==> src/rtl/cmul_pkg.sv <==
// cmul_pkg: shared sample type, FSM states and defaults for the complex-multiply pair joiner
package cmul_pkg;
  localparam int DEF_DATA_WIDTH = 16;
  localparam int DEF_FIFO_DEPTH = 4;
  typedef logic [2*DEF_DATA_WIDTH-1:0] sample_t;
  typedef enum logic [1:0] {JOIN, DRAIN_A, DRAIN_B} join_state_e;
endpackage

==> src/rtl/cmul_sample_fifo.sv <==
// cmul_sample_fifo: synchronous {tlast, tdata} FIFO with full/empty and async active-low reset
module cmul_sample_fifo
  import cmul_pkg::*;
#(
  parameter int WIDTH = 2*DEF_DATA_WIDTH + 1,
  parameter int DEPTH = DEF_FIFO_DEPTH
) (
  input  logic             clk,
  input  logic             rst_n,
  input  logic             wr_en,
  input  logic [WIDTH-1:0] wr_data,
  input  logic             rd_en,
  output logic [WIDTH-1:0] rd_data,
  output logic             full,
  output logic             empty
);
  localparam int AW = $clog2(DEPTH);
  logic [WIDTH-1:0] mem [DEPTH];
  logic [AW-1:0] wr_ptr, rd_ptr;
  logic [AW:0] count;
  logic push, pop;
  assign full    = count == (AW+1)'(DEPTH);
  assign empty   = count == '0;
  assign push    = wr_en & !full;
  assign pop     = rd_en & !empty;
  assign rd_data = mem[rd_ptr];
  // pointers wrap naturally because the depth is a power of two
  always_ff @(posedge clk or negedge rst_n)
    if (!rst_n) begin
      wr_ptr <= '0;
      rd_ptr <= '0;
      count  <= '0;
    end else begin
      wr_ptr <= push ? wr_ptr + AW'(1) : wr_ptr;
      rd_ptr <= pop ? rd_ptr + AW'(1) : rd_ptr;
      count  <= count + (AW+1)'(push) - (AW+1)'(pop);
    end
  // storage needs no reset; empty masks stale contents
  always_ff @(posedge clk)
    if (push) mem[wr_ptr] <= wr_data;
endmodule

==> src/rtl/cmul_pair_join.sv <==
// cmul_pair_join: joins two buffered AXI-Stream sample streams into operand pairs; CMUL_PAIR_JOIN_RESYNC_EN adds tlast resync
module cmul_pair_join
  import cmul_pkg::*;
#(
  parameter int DATA_WIDTH = DEF_DATA_WIDTH,
  parameter int FIFO_DEPTH = DEF_FIFO_DEPTH,
  parameter int CNT_WIDTH  = 16
) (
  input  logic                    clk,
  input  logic                    reset_n,
  input  logic [2*DATA_WIDTH-1:0] a_tdata,
  input  logic                    a_tlast,
  input  logic                    a_tvalid,
  output logic                    a_tready,
  input  logic [2*DATA_WIDTH-1:0] b_tdata,
  input  logic                    b_tlast,
  input  logic                    b_tvalid,
  output logic                    b_tready,
  output logic [2*DATA_WIDTH-1:0] adata,
  output logic [2*DATA_WIDTH-1:0] bdata,
  output logic                    out_tlast,
  output logic                    out_tvalid,
  input  logic                    out_tready,
  output logic                    mismatch,
  output logic [CNT_WIDTH-1:0]    mismatch_cnt
);
  localparam int SW = 2*DATA_WIDTH;
  logic [SW:0] a_head, b_head;
  logic a_full, a_empty, a_pop, a_hlast;
  logic b_full, b_empty, b_pop, b_hlast;
  logic join_pop, last_diff;
  join_state_e state, state_nx;
  cmul_sample_fifo #(.WIDTH(SW+1), .DEPTH(FIFO_DEPTH)) u_fifo_a (
    .clk(clk), .rst_n(reset_n), .wr_en(a_tvalid), .wr_data({a_tlast, a_tdata}),
    .rd_en(a_pop), .rd_data(a_head), .full(a_full), .empty(a_empty)
  );
  cmul_sample_fifo #(.WIDTH(SW+1), .DEPTH(FIFO_DEPTH)) u_fifo_b (
    .clk(clk), .rst_n(reset_n), .wr_en(b_tvalid), .wr_data({b_tlast, b_tdata}),
    .rd_en(b_pop), .rd_data(b_head), .full(b_full), .empty(b_empty)
  );
  assign adata      = a_head[SW-1:0];
  assign bdata      = b_head[SW-1:0];
  assign a_hlast    = a_head[SW];
  assign b_hlast    = b_head[SW];
  assign a_tready   = !a_full;
  assign b_tready   = !b_full;
  assign out_tvalid = (state == JOIN) & !a_empty & !b_empty;
  assign join_pop   = out_tvalid & out_tready;
  assign last_diff  = a_hlast ^ b_hlast;
  assign a_pop      = join_pop | ((state == DRAIN_A) & !a_empty);
  assign b_pop      = join_pop | ((state == DRAIN_B) & !b_empty);
`ifdef CMUL_PAIR_JOIN_RESYNC_EN
  assign out_tlast = a_hlast | b_hlast;
  // a mismatched pop drains the lagging stream up to and including its tlast
  always_comb
    state_nx = (join_pop & last_diff) ? (a_hlast ? DRAIN_B : DRAIN_A) :
               ((state == DRAIN_A) & a_pop & a_hlast) ? JOIN :
               ((state == DRAIN_B) & b_pop & b_hlast) ? JOIN : state;
`else
  assign out_tlast = a_hlast;
  assign state_nx  = JOIN;
`endif
  // state, mismatch pulse and saturating mismatch count
  always_ff @(posedge clk or negedge reset_n)
    if (!reset_n) begin
      state        <= JOIN;
      mismatch     <= 1'b0;
      mismatch_cnt <= '0;
    end else begin
      state        <= state_nx;
      mismatch     <= join_pop & last_diff;
      mismatch_cnt <= (join_pop & last_diff & ~&mismatch_cnt) ? mismatch_cnt + CNT_WIDTH'(1) : mismatch_cnt;
    end
endmodule

==> config.mk <==
export PLATFORM = sky130hd
export DESIGN_NAME = cmul_pair_join
export DESIGN_NICKNAME = d
export VERILOG_FILES = /design/src/rtl/cmul_pkg.sv /design/src/rtl/cmul_sample_fifo.sv /design/src/rtl/cmul_pair_join.sv
export SDC_FILE = /design/constraint.sdc
export NUM_CORES = 1
export LEC_CHECK = 0
export BUFFER_PORTS_ARGS = -buffer_cell sky130_fd_sc_hd__buf_2
export CORE_MARGIN = 4
export CORE_UTILIZATION = 57
export CTS_CLUSTER_DIAMETER = 80
export CTS_CLUSTER_SIZE = 16
export DETAILED_ROUTE_END_ITERATION = 10
export PLACE_DENSITY = 0.77
export REMOVE_ABC_BUFFERS = 1
export SETUP_SLACK_MARGIN = 0.5
export SLEW_MARGIN = 10
export SYNTH_ARGS = -nofsm -noshare
export SYNTH_HDL_FRONTEND = slang
export SYNTH_SLANG_ARGS = --single-unit
==> constraint.sdc <==
create_clock -name clk -period 2.92 [get_ports clk]
set_clock_uncertainty 0.2 [all_clocks]
set_input_delay 0.73 -clock clk [delete_from_list [all_inputs] [get_ports clk]]
set_output_delay 0.73 -clock clk [all_outputs]
set_load 0.02 [all_outputs]
; Word-level counts from Yosys, hierarchy flattened
; Memories as Yosys holds them, arrays and structs flattened.
; Index checks and enable logic that the tools add are counted.
[op_classes]
n_eq_ne = 2
n_mux = 4
reduce_logical = 8
n_addsub = 9
bitwise = 9
[op_table]
columns = operator, n
row1 = "adder 16 x 1 -> 16 bit, second input constant", 1
row2 = AND reduction 16 bit, 1
row3 = "adder 2 x 1 -> 2 bit, second input constant", 4
row4 = bitwise AND 1 bit, 8
row5 = adder 3 x 1 -> 3 bit, 2
row6 = "== test 3 bit, second input constant", 2
row7 = logical NOT 3 bit, 2
row8 = subtractor 3 x 1 -> 3 bit, 2
row9 = logical NOT 1 bit, 5
row10 = 2-to-1 mux 1 bit, 4
row11 = XOR 1 bit, 1
[word_totals]
memories = 2
regBits = 31
ram_bits = 264
output_inout_bits = 85
[mem_list]
columns = memory, words, word_bits, rd, rd_ports_with_merged_regs, wr, line_no
row1 = u_fifo_a.mem, 4, 33, 1, 0, 1, cmul_sample_fifo.sv:18  ; logic [WIDTH-1:0] mem [DEPTH];
row2 = u_fifo_b.mem, 4, 33, 1, 0, 1, cmul_sample_fifo.sv:18

; Depth between registers and ports, before layout
; Gate-level depths: netlist (run 1).
[depth]
word_depth = 6
mapped_depth = 10
mapped_depth_nobuf = 10

; Modules after synthesis
; From an unflattened synthesis (run 1), not the netlist that was laid out.
[unflattened]
hier_cells = 508
hier_area_um2 = 11422.2
[by_module_without_submodules]
columns = module, instances, area_each_um2, cells_each
row1 = cmul_sample_fifo, 2, 5286.3, 214
row2 = cmul_pair_join, 1, 849.6, 80

; Least setup slack after synthesis (run 1)
; Ideal clock, no wire load.
[synth_path]
kind = register to register
from = reg u_fifo_b.count[2]
to = reg u_fifo_a.count[2]
arrival_ns = 2.297
stages_incl_launch_ff = 11
path_buffers = 0
path_slack_ns = 0.343
path_cell_list = dfrtp_1 > or3_1 > o311ai_2 > inv_1 > ha_1 > inv_1 > ha_1 > inv_1 > fa_1 > xnor2_1 > xnor2_1
[synth_via]
elab_chain_len = 6
[synth_lines]
columns = element, line_no
row1 = start: declaration, cmul_sample_fifo.sv:20  ; logic [AW:0] count;
row2 = start signal: assignment, cmul_sample_fifo.sv:36  ; count <= count + (AW+1)'(push) - (AW+1)'(pop);
row3 = logical NOT 3 bit, cmul_sample_fifo.sv:23  ; assign empty = count == '0;
row4 = logical NOT 1 bit, cmul_pair_join.sv:47  ; assign out_tvalid = (state == JOIN) & !a_empty & !b_empty;
row5 = bitwise AND 1 bit, cmul_pair_join.sv:47
row6 = bitwise AND 1 bit, cmul_pair_join.sv:48  ; assign join_pop = out_tvalid & out_tready;
row7 = bitwise AND 1 bit, cmul_sample_fifo.sv:25  ; assign pop = rd_en & !empty;
row8 = named net u_fifo_a.pop, cmul_sample_fifo.sv:21  ; logic push, pop;
row9 = subtractor 3 x 1 -> 3 bit, cmul_sample_fifo.sv:36
row10 = end signal: assignment, cmul_sample_fifo.sv:36
row11 = end: declaration, cmul_sample_fifo.sv:20
; The timed path passes the listed nets, and every way through them passes these cells.
; A chain may end at the register's enable or synchronous reset.

; Worst setup path after layout (run 1)
[layout_path]
from = reg u_fifo_b.rd_ptr[0]
to = out bdata[2]
[layout_via]
elab_chain_len = 1
[layout_lines]
columns = element, line_no
row1 = start: declaration, cmul_sample_fifo.sv:19  ; logic [AW-1:0] wr_ptr, rd_ptr;
row2 = start signal: assignment, cmul_sample_fifo.sv:35  ; rd_ptr <= pop ? rd_ptr + AW'(1) : rd_ptr;
row3 = memory (4 x 33 bit), n/a
row4 = end: declaration, cmul_pair_join.sv:20  ; output logic [2*DATA_WIDTH-1:0] bdata,
; Every way passes these cells.

==> results of run 1 <==
-- worst max-delay path by stage --
stage	start	end	slack [ps]
finish	u_fifo_b.rd_ptr[0]	bdata[2]	90
CTS	u_fifo_b.rd_ptr[0]	bdata[1]	70
floorplan	u_fifo_a.rd_ptr[0]	mismatch_cnt[1]	-590
global placement	out_tready	u_fifo_a.count[2]	390
detailed placement	u_fifo_b.count[2]	u_fifo_a.count[2]	350
global route	u_fifo_b.rd_ptr[0]	bdata[22]	30
-- layer usage --
layer | share of wire [%] | GRT usage [%] | wire length [um]
met1 | 37 | 25.5 | 7820
met4 | 2.2 | 4.29 | 452
met3 | 8.3 | 5.79 | 1740
met2 | 52 | 33.8 | 10800
met5 | 0.22 | 0 | 46
-- logic make-up after synthesis --
group / after synthesis / share of synthesized area [%]
buffers and inverters: 31 / 1.30
AO/OA/AOI/OAI: 5 / 0.496
flip-flops: 295 / 78.4
AND/OR/NAND/NOR: 45 / 2.41
adder cells (fa/ha/maj): 15 / 1.83
multiplexers: 67 / 13.5
XOR/XNOR: 26 / 2.12
-- flip-flops by register name (all words and copies together) (netlist names) --
name / count
mismatch_cnt: 16
u_fifo_b.wr_ptr: 2
u_fifo_a.rd_ptr: 2
u_fifo_a.wr_ptr: 2
u_fifo_a.count: 3
u_fifo_b.mem: 132
u_fifo_b.count: 3
mismatch: 1
u_fifo_b.rd_ptr: 2
u_fifo_a.mem: 132
-- metrics by stage --
stage	power [uW]	setup WS, ps	setup TNS [ps]	area [um^2]
after global routing	14900	27.6	0	13500
after CTS	14300	74.6	0	13400
after detailed placement	10700	345	0	12300
final	14200	92.4	0	13500
after floorplan	8980	-587	-20280	11000
after global placement	10500	392	0	12300
-- power breakdown --
| group | total [uW] | internal [uW] | switching (uW) |
|---|---|---|---|
| combinational | 5450 | 2580 | 2870 |
| clock | 2810 | 1480 | 1320 |
| sequential | 5900 | 5560 | 339 |
| total | 14200 | 9620 | 4540 |
-- cells in the mapped netlist --
cell                       instances
sky130_fd_sc_hd__edfxtp_1        264
sky130_fd_sc_hd__mux4_2           66
sky130_fd_sc_hd__dfrtp_1          31
sky130_fd_sc_hd__xnor2_1          20
sky130_fd_sc_hd__and3_1           14
sky130_fd_sc_hd__inv_1            14
sky130_fd_sc_hd__ha_1             13
sky130_fd_sc_hd__nand4_1           8
sky130_fd_sc_hd__buf_2             7
sky130_fd_sc_hd__nand2_1           7
sky130_fd_sc_hd__and4_1            5
sky130_fd_sc_hd__clkbuf_1          5
sky130_fd_sc_hd__xor2_1            5
sky130_fd_sc_hd__nand3_1           3
sky130_fd_sc_hd__and2_0            2
sky130_fd_sc_hd__and2_1            2
sky130_fd_sc_hd__buf_1             2
sky130_fd_sc_hd__buf_6             2
sky130_fd_sc_hd__fa_1              2
sky130_fd_sc_hd__nor2_1            2
sky130_fd_sc_hd__o21ai_0           2
sky130_fd_sc_hd__a211oi_4          1
sky130_fd_sc_hd__buf_4             1
sky130_fd_sc_hd__mux2_2            1
sky130_fd_sc_hd__nor2b_1           1
sky130_fd_sc_hd__o311ai_2          1
sky130_fd_sc_hd__o31a_1            1
sky130_fd_sc_hd__or3_1             1
sky130_fd_sc_hd__xnor2_2           1
-- layout make-up --
class / count / share of cell area (%)
sequential: 295 / 64.7
clock buffer: 39 / 4.72
timing repair buffer: 189 / 10.6
multi-input combinational: 158 / 17.0
inverter: 14 / 0.390
antenna: 3 / 0.0558
clock inverter: 1 / 0.0837
tap: 260 / 2.42
-- worst reg2reg max path, delay by kind of cell, from the launching register on --
kind	cells	cell delay (ps)
multiplexers	1	530
buffers and inverters	3	460
flip-flops	1	370
XOR/XNOR	2	340
AO/OA/AOI/OAI	1	260
AND/OR/NAND/NOR	1	230
-- what timing repair did --
action,CTS,global route
endpoints found under the setup margin,82,82
pin swaps,3,3
setup buffers,13,2
gates resized for setup,69,7
cloned,3,0
==> key figures, run 1 <==
Drt
  – Routed via count divided by cell count: 5.65
  – Post-detailed-routing wire length: 20900 um
  – Routed length per placed instance: 21.8 um
  – Post-route DRC: 0
  – Number of design-rule violations left by the first detailed-router iteration: 388
  – Vias: 5418
  – First-pass iteration count of the detailed router: 4
  – Residual antenna-violating net count after detailed routing: 0

Worst setup path
  – Crit path largest cell delay: 530 ps
  – Cell breakdown of the critical path: buf_4 > buf_12 > mux4_2 > buf_2
  – Family with the most delay on the worst path: multiplexers
  – Reg-to-reg endpoint: mismatch_cnt[4]
  – Critical path class: reg -> out
  – Critical path peak fanout: 7
  – Levels on crit path: 4
  – CP max stage cell: sky130_fd_sc_hd__mux4_2
  – Endpoint class of the critical path: output pin
  – Worst Reg2Reg Path Length in Cells: 8
  – Count of buffering cells on the critical path with inverters included: 3
  – WP data arrival: 1900 ps
  – Setup slack on the worst flop-to-flop path: 450 ps
  – Worst R2R Start: u_fifo_b.rd_ptr[0]
  – Required time at the worst-slack endpoint: 1990 ps
  – Launching element type of the critical path: flip-flop

Die
  – Full die area: 21800 um^2
  – Height of the chip: 148 um
  – Starting utilization of the core area: 58.6%
  – Chip width: 148 um
  – Total core area: 19000 um^2
  – IO Pins: 156
  – Site row count: 50

Layout
  – Final non-filler cell total: 959
  – Fraction of final layout cells sized beyond drive strength 1: 43.1%
  – Fillcell total: 1146
  – Final design utilization: 71.0%
  – Leading cell types in the layout, fill and taps excluded: sky130_fd_sc_hd__edfxtp_1, sky130_fd_sc_hd__buf_2, sky130_fd_sc_hd__mux4_2
  – Final net count: 766
  – Area taken by flip-flops and latches: 8710 um^2
  – Commonest non-fill, non-tap cell in the layout: sky130_fd_sc_hd__edfxtp_1
  – Footprint of the multi-input gates: 2290 um^2
  – Area growth from synthesis to final layout: 21.2%

STA
  – Transition time at the pin with the least slew margin: 685 ps
  – Headroom to the max-slew limit: 54.3%
  – Max Fclk: 354 MHz
  – Hold violation count in the final report: 0
  – Final setup violation count: 0
  – Worst hold slack after final layout: 60.8 ps
  – Final clock period utilization by the worst path: 96.8%
  – Slew Viols, Final: 0
  – Setup repair after global routing missed its margin: true
  – Min Tclk post-route: 2830 ps

Placement
  – Number of instances in the placed design: 898
  – Routability congestion estimate: 0.772
  – Post-detailed-placement half-perimeter wirelength: 13100 um
  – Port-buffer cells: 155

Pwr
  – Power per cell area: 1050 nW/um^2
  – Largest vdd supply drop: 741 uV
  – Leak pwr: 0.00487 uW

Yosys
  – Number of warnings printed during yosys synthesis: 0
  – Top cell type by total area after synthesis: sky130_fd_sc_hd__edfxtp_1
  – Post-synthesis area per instance: 22.9 um^2
  – Number of cells produced by synthesis: 484
  – Library cells used by synthesis: 29
  – Sequential area share after synthesis: 78.4%
  – Post-synthesis sequential element count: 295
  – Top post-synthesis cells by area: sky130_fd_sc_hd__edfxtp_1, sky130_fd_sc_hd__mux4_2, sky130_fd_sc_hd__dfrtp_1
  – Top cell type's share of synthesized area: 71.4%
  – Syn Std Cell Area: 11100 um^2

Run
  – Max-capacitance violation count: 0

Global route
  – GR Util All Layers: 19.7%
  – Via count of the first global-routing pass: 5874
  – First-pass GRT wire length: 33500 um
  – Initial antenna violation count: 5
  – Global-route congestion overflow total: 0
  – Maximum number of pins on one net before global-route repair: 34

Clock network
  – Clock slew seen by the registers of the worst setup and hold paths: 70 ps
  – Clock Root Buffer: sky130_fd_sc_hd__clkbuf_16
  – Clock sink count: 295
  – Num CTS Buffers: 22
  – Clk buf depth: 3
  – Clock tree from TritonCTS: built
  – Clock network latency to the later pin of the worst-skew pair: 500 ps
  – Hold-fix buffers, CTS: 0
  – Maximum level of the CTS H-tree: 1

Worst hold path
  – Type of the worst min-delay path: in -> async

Run status
  – Outcome: finished, final reports clean
(Power assumes the default switching activity.)
==> run 2, diff against run 1 <==
- REMOVE_ABC_BUFFERS: 1 -> not set
==> run 2 against run 1 <==
Compared with the run above:
- register-to-register slack is essentially flat
- final cell count grew 0.83%
- worst setup slack lost 21 ps
==> key figures, run 2 (synthesized netlist as in run 1, its figures left out) <==
Die
  – Full die area: 21800 um^2 (unchanged)
  – Height of the chip: 148 um (unchanged)
  – Site row count: 50 (unchanged)
  – IO Pins: 156 (unchanged)
  – Total core area: 19000 um^2 (unchanged)
  – Chip width: 148 um (unchanged)
  – Starting utilization of the core area: 58.6% (unchanged)

Clock network
  – Clock network latency to the later pin of the worst-skew pair: 490 ps (about the same)
  – Clock Root Buffer: sky130_fd_sc_hd__clkbuf_16
  – Hold-fix buffers, CTS: 0 (unchanged)
  – Clock tree from TritonCTS: built
  – Clock slew seen by the registers of the worst setup and hold paths: 70 ps (about the same)
  – Clock sink count: 295 (unchanged)
  – Clk buf depth: 3 (unchanged)
  – Num CTS Buffers: 22 (unchanged)
  – Maximum level of the CTS H-tree: 1 (unchanged)

Placement
  – Routability congestion estimate: 0.782 (+1.4%)
  – Port-buffer cells: 155 (unchanged)
  – Post-detailed-placement half-perimeter wirelength: 12500 um (-5.1%)
  – Number of instances in the placed design: 896 (-0.22%)
  – Total cell area at the placement stage: 12300 um^2 (-0.59%)
  – Setup slack at placement: 291 ps (-54.5 ps)

Worst setup path
  – Worst Reg2Reg Path Length in Cells: 8 (unchanged)
  – WP data arrival: 1920 ps (+20 ps)
  – Launching element type of the critical path: flip-flop
  – Required time at the worst-slack endpoint: 1990 ps (about the same)
  – Endpoint class of the critical path: output pin
  – Critical path class: reg -> out
  – Worst setup path startpoint: u_fifo_a.rd_ptr[0]
  – Worst R2R Start: u_fifo_b.rd_ptr[0]
  – Critical path peak fanout: 8 (+1)

Global route
  – Initial antenna violation count: 3 (-2)
  – GR Util All Layers: 19.9% (+0.16 points)
  – Global-route congestion overflow total: 0 (unchanged)
  – Via count of the first global-routing pass: 5863 (-0.19%)
  – First-pass GRT wire length: 33400 um (-0.10%)
  – Maximum number of pins on one net before global-route repair: 34 (unchanged)

Drt
  – Post-detailed-routing wire length: 21400 um (+2.5%)
  – Vias: 5404 (-0.26%)
  – Routed via count divided by cell count: 5.59 (-1.1%)
  – Routed length per placed instance: 22.1 um (+1.7%)
  – Residual antenna-violating net count after detailed routing: 0 (unchanged)
  – Post-route DRC: 0 (unchanged)
  – Number of design-rule violations left by the first detailed-router iteration: 353 (-9.0%)
  – First-pass iteration count of the detailed router: 4 (unchanged)

Worst hold path
  – Type of the worst min-delay path: in -> async

Layout
  – Final net count: 775 (+1.2%)
  – Post-route cell area: 13900 um^2 (+3.1%)
  – Area growth from synthesis to final layout: 24.9%
  – Largest registers: u_fifo_a.mem x132, u_fifo_b.mem x132, mismatch_cnt x16
  – Commonest non-fill, non-tap cell in the layout: sky130_fd_sc_hd__edfxtp_1
  – Fraction of final layout cells sized beyond drive strength 1: 45.4% (+2.3 points)
  – Final non-filler cell total: 967 (+0.83%)
  – Leading cell types in the layout, fill and taps excluded: sky130_fd_sc_hd__edfxtp_1, sky130_fd_sc_hd__buf_2, sky130_fd_sc_hd__buf_6

Run
  – Max-capacitance violation count: 0 (unchanged)

STA
  – Setup TNS: 0 ps (unchanged)
  – Worst hold slack after final layout: 74.1 ps (+13.3 ps)
  – Final clock period utilization by the worst path: 97.5% (+0.70 points)
  – Slew Viols, Final: 0 (unchanged)
  – Setup repair after global routing missed its margin: true
  – Transition time at the pin with the least slew margin: 684 ps (-1.23 ps)
  – Min Tclk post-route: 2850 ps (+20.5 ps)
  – Hold violation count in the final report: 0 (unchanged)
  – Post-route worst setup slack: 71.9 ps (-20.5 ps)
  – Headroom to the max-slew limit: 54.4% (+0.082 points)
  – Final setup violation count: 0 (unchanged)
  – Max Fclk: 351 MHz (-0.72%)

Run status
  – Outcome: finished, final reports clean

Pwr
  – Leak pwr: 0.00503 uW (+3.2%)
  – Switching power summed over all nets: 4740 uW (+4.4%)
  – Sequential cell fraction of total power: 39.4% (-2.3 points)
  – Proportion of power drawn by combinational gates: 42.1% (+3.6 points)
  – Largest vdd supply drop: 713 uV (-3.8%)
  – Switching part of the total: 31.5% (-0.50 points)
  – Power per cell area: 1080 nW/um^2 (+2.9%)
  – Internal: 10300 uW (+6.8%)
  – Share of power burned in the clock network: 18.5% (-1.3 points)

Yosys
  – Syn_nets: 570
## run 2: cell count changes in the layout (fill, tap and decap cells not counted), moves of 2 or more
cell,delta
sky130_fd_sc_hd__buf_2,-36
sky130_fd_sc_hd__nand2_2,+2
sky130_fd_sc_hd__buf_12,-5
sky130_fd_sc_hd__inv_4,+2
sky130_fd_sc_hd__buf_6,+46
sky130_fd_sc_hd__ha_4,+2
sky130_fd_sc_hd__ha_1,-2
sky130_fd_sc_hd__buf_16,+4
sky130_fd_sc_hd__nand2_1,-2
sky130_fd_sc_hd__inv_1,-3
## run 2: stage by stage
stage	power, uW	util, %
6_report	15000	73.2
5_1_grt	15700	73.2
4_1_cts	14800	72.3
3_5_place_dp	10600	64.8
3_3_place_gp	10400	64.8
2_1_floorplan	9090	-
## run 2: final cells by class
| class | count | area [um^2] |
|---|---|---|
| fillers | 1104 | 5080 |
| diodes | 2 | 5.00 |
| well taps | 260 | 325 |
| inverters | 14 | 57.6 |
| repair buffers | 198 | 1770 |
| multi-input cells | 158 | 2370 |
| flip-flops and latches | 295 | 8710 |
| clock buffers | 38 | 632 |
| clock inverters | 2 | 12.5 |
## run 2: final timing paths
path | slack [ps] | end
hold / removal | 70 | mismatch_cnt[9]
setup / recovery | 70 | adata[18]
min in group clk | 250 | u_fifo_b.mem[0][19]
hold reg to reg | 310 | mismatch_cnt[5]
setup reg to reg | 440 | mismatch_cnt[3]
max in group asynchronous | 1960 | u_fifo_a.rd_ptr[0]
## run 2: what timing repair did
item                       CTS  global route
gates resized for setup    134            39
cloned                       6             0
setup endpoints to repair   73            85
pin swaps                    2             7
setup buffers               19             4
## run 2: worst max-delay path, cell delays in order (launching register included)
cell,delay [ps]
sky130_fd_sc_hd__dfrtp_2,400
sky130_fd_sc_hd__buf_6,120
sky130_fd_sc_hd__buf_16,110
sky130_fd_sc_hd__buf_12,140
sky130_fd_sc_hd__mux4_2,510
sky130_fd_sc_hd__buf_6,150
## run 2: power by group through the flow
stage | sequential (uW) | clock [uW] | combinational (uW)
after floorplan | 5910 | 0 | 3180
after global placement | 5920 | 0 | 4510
after detailed placement | 6000 | 0 | 4580
after CTS | 5910 | 2830 | 6100
after global routing | 5990 | 3030 | 6720
final | 5920 | 2780 | 6320
## run 2: per-layer routing
layer	up-vias	global-route usage, %	wire [um]
met5	-	0	21
met1	2797	28.1	8560
met2	173	33.4	11200
li1	2400	-	-
met3	30	3.31	1260
met4	4	4.52	352
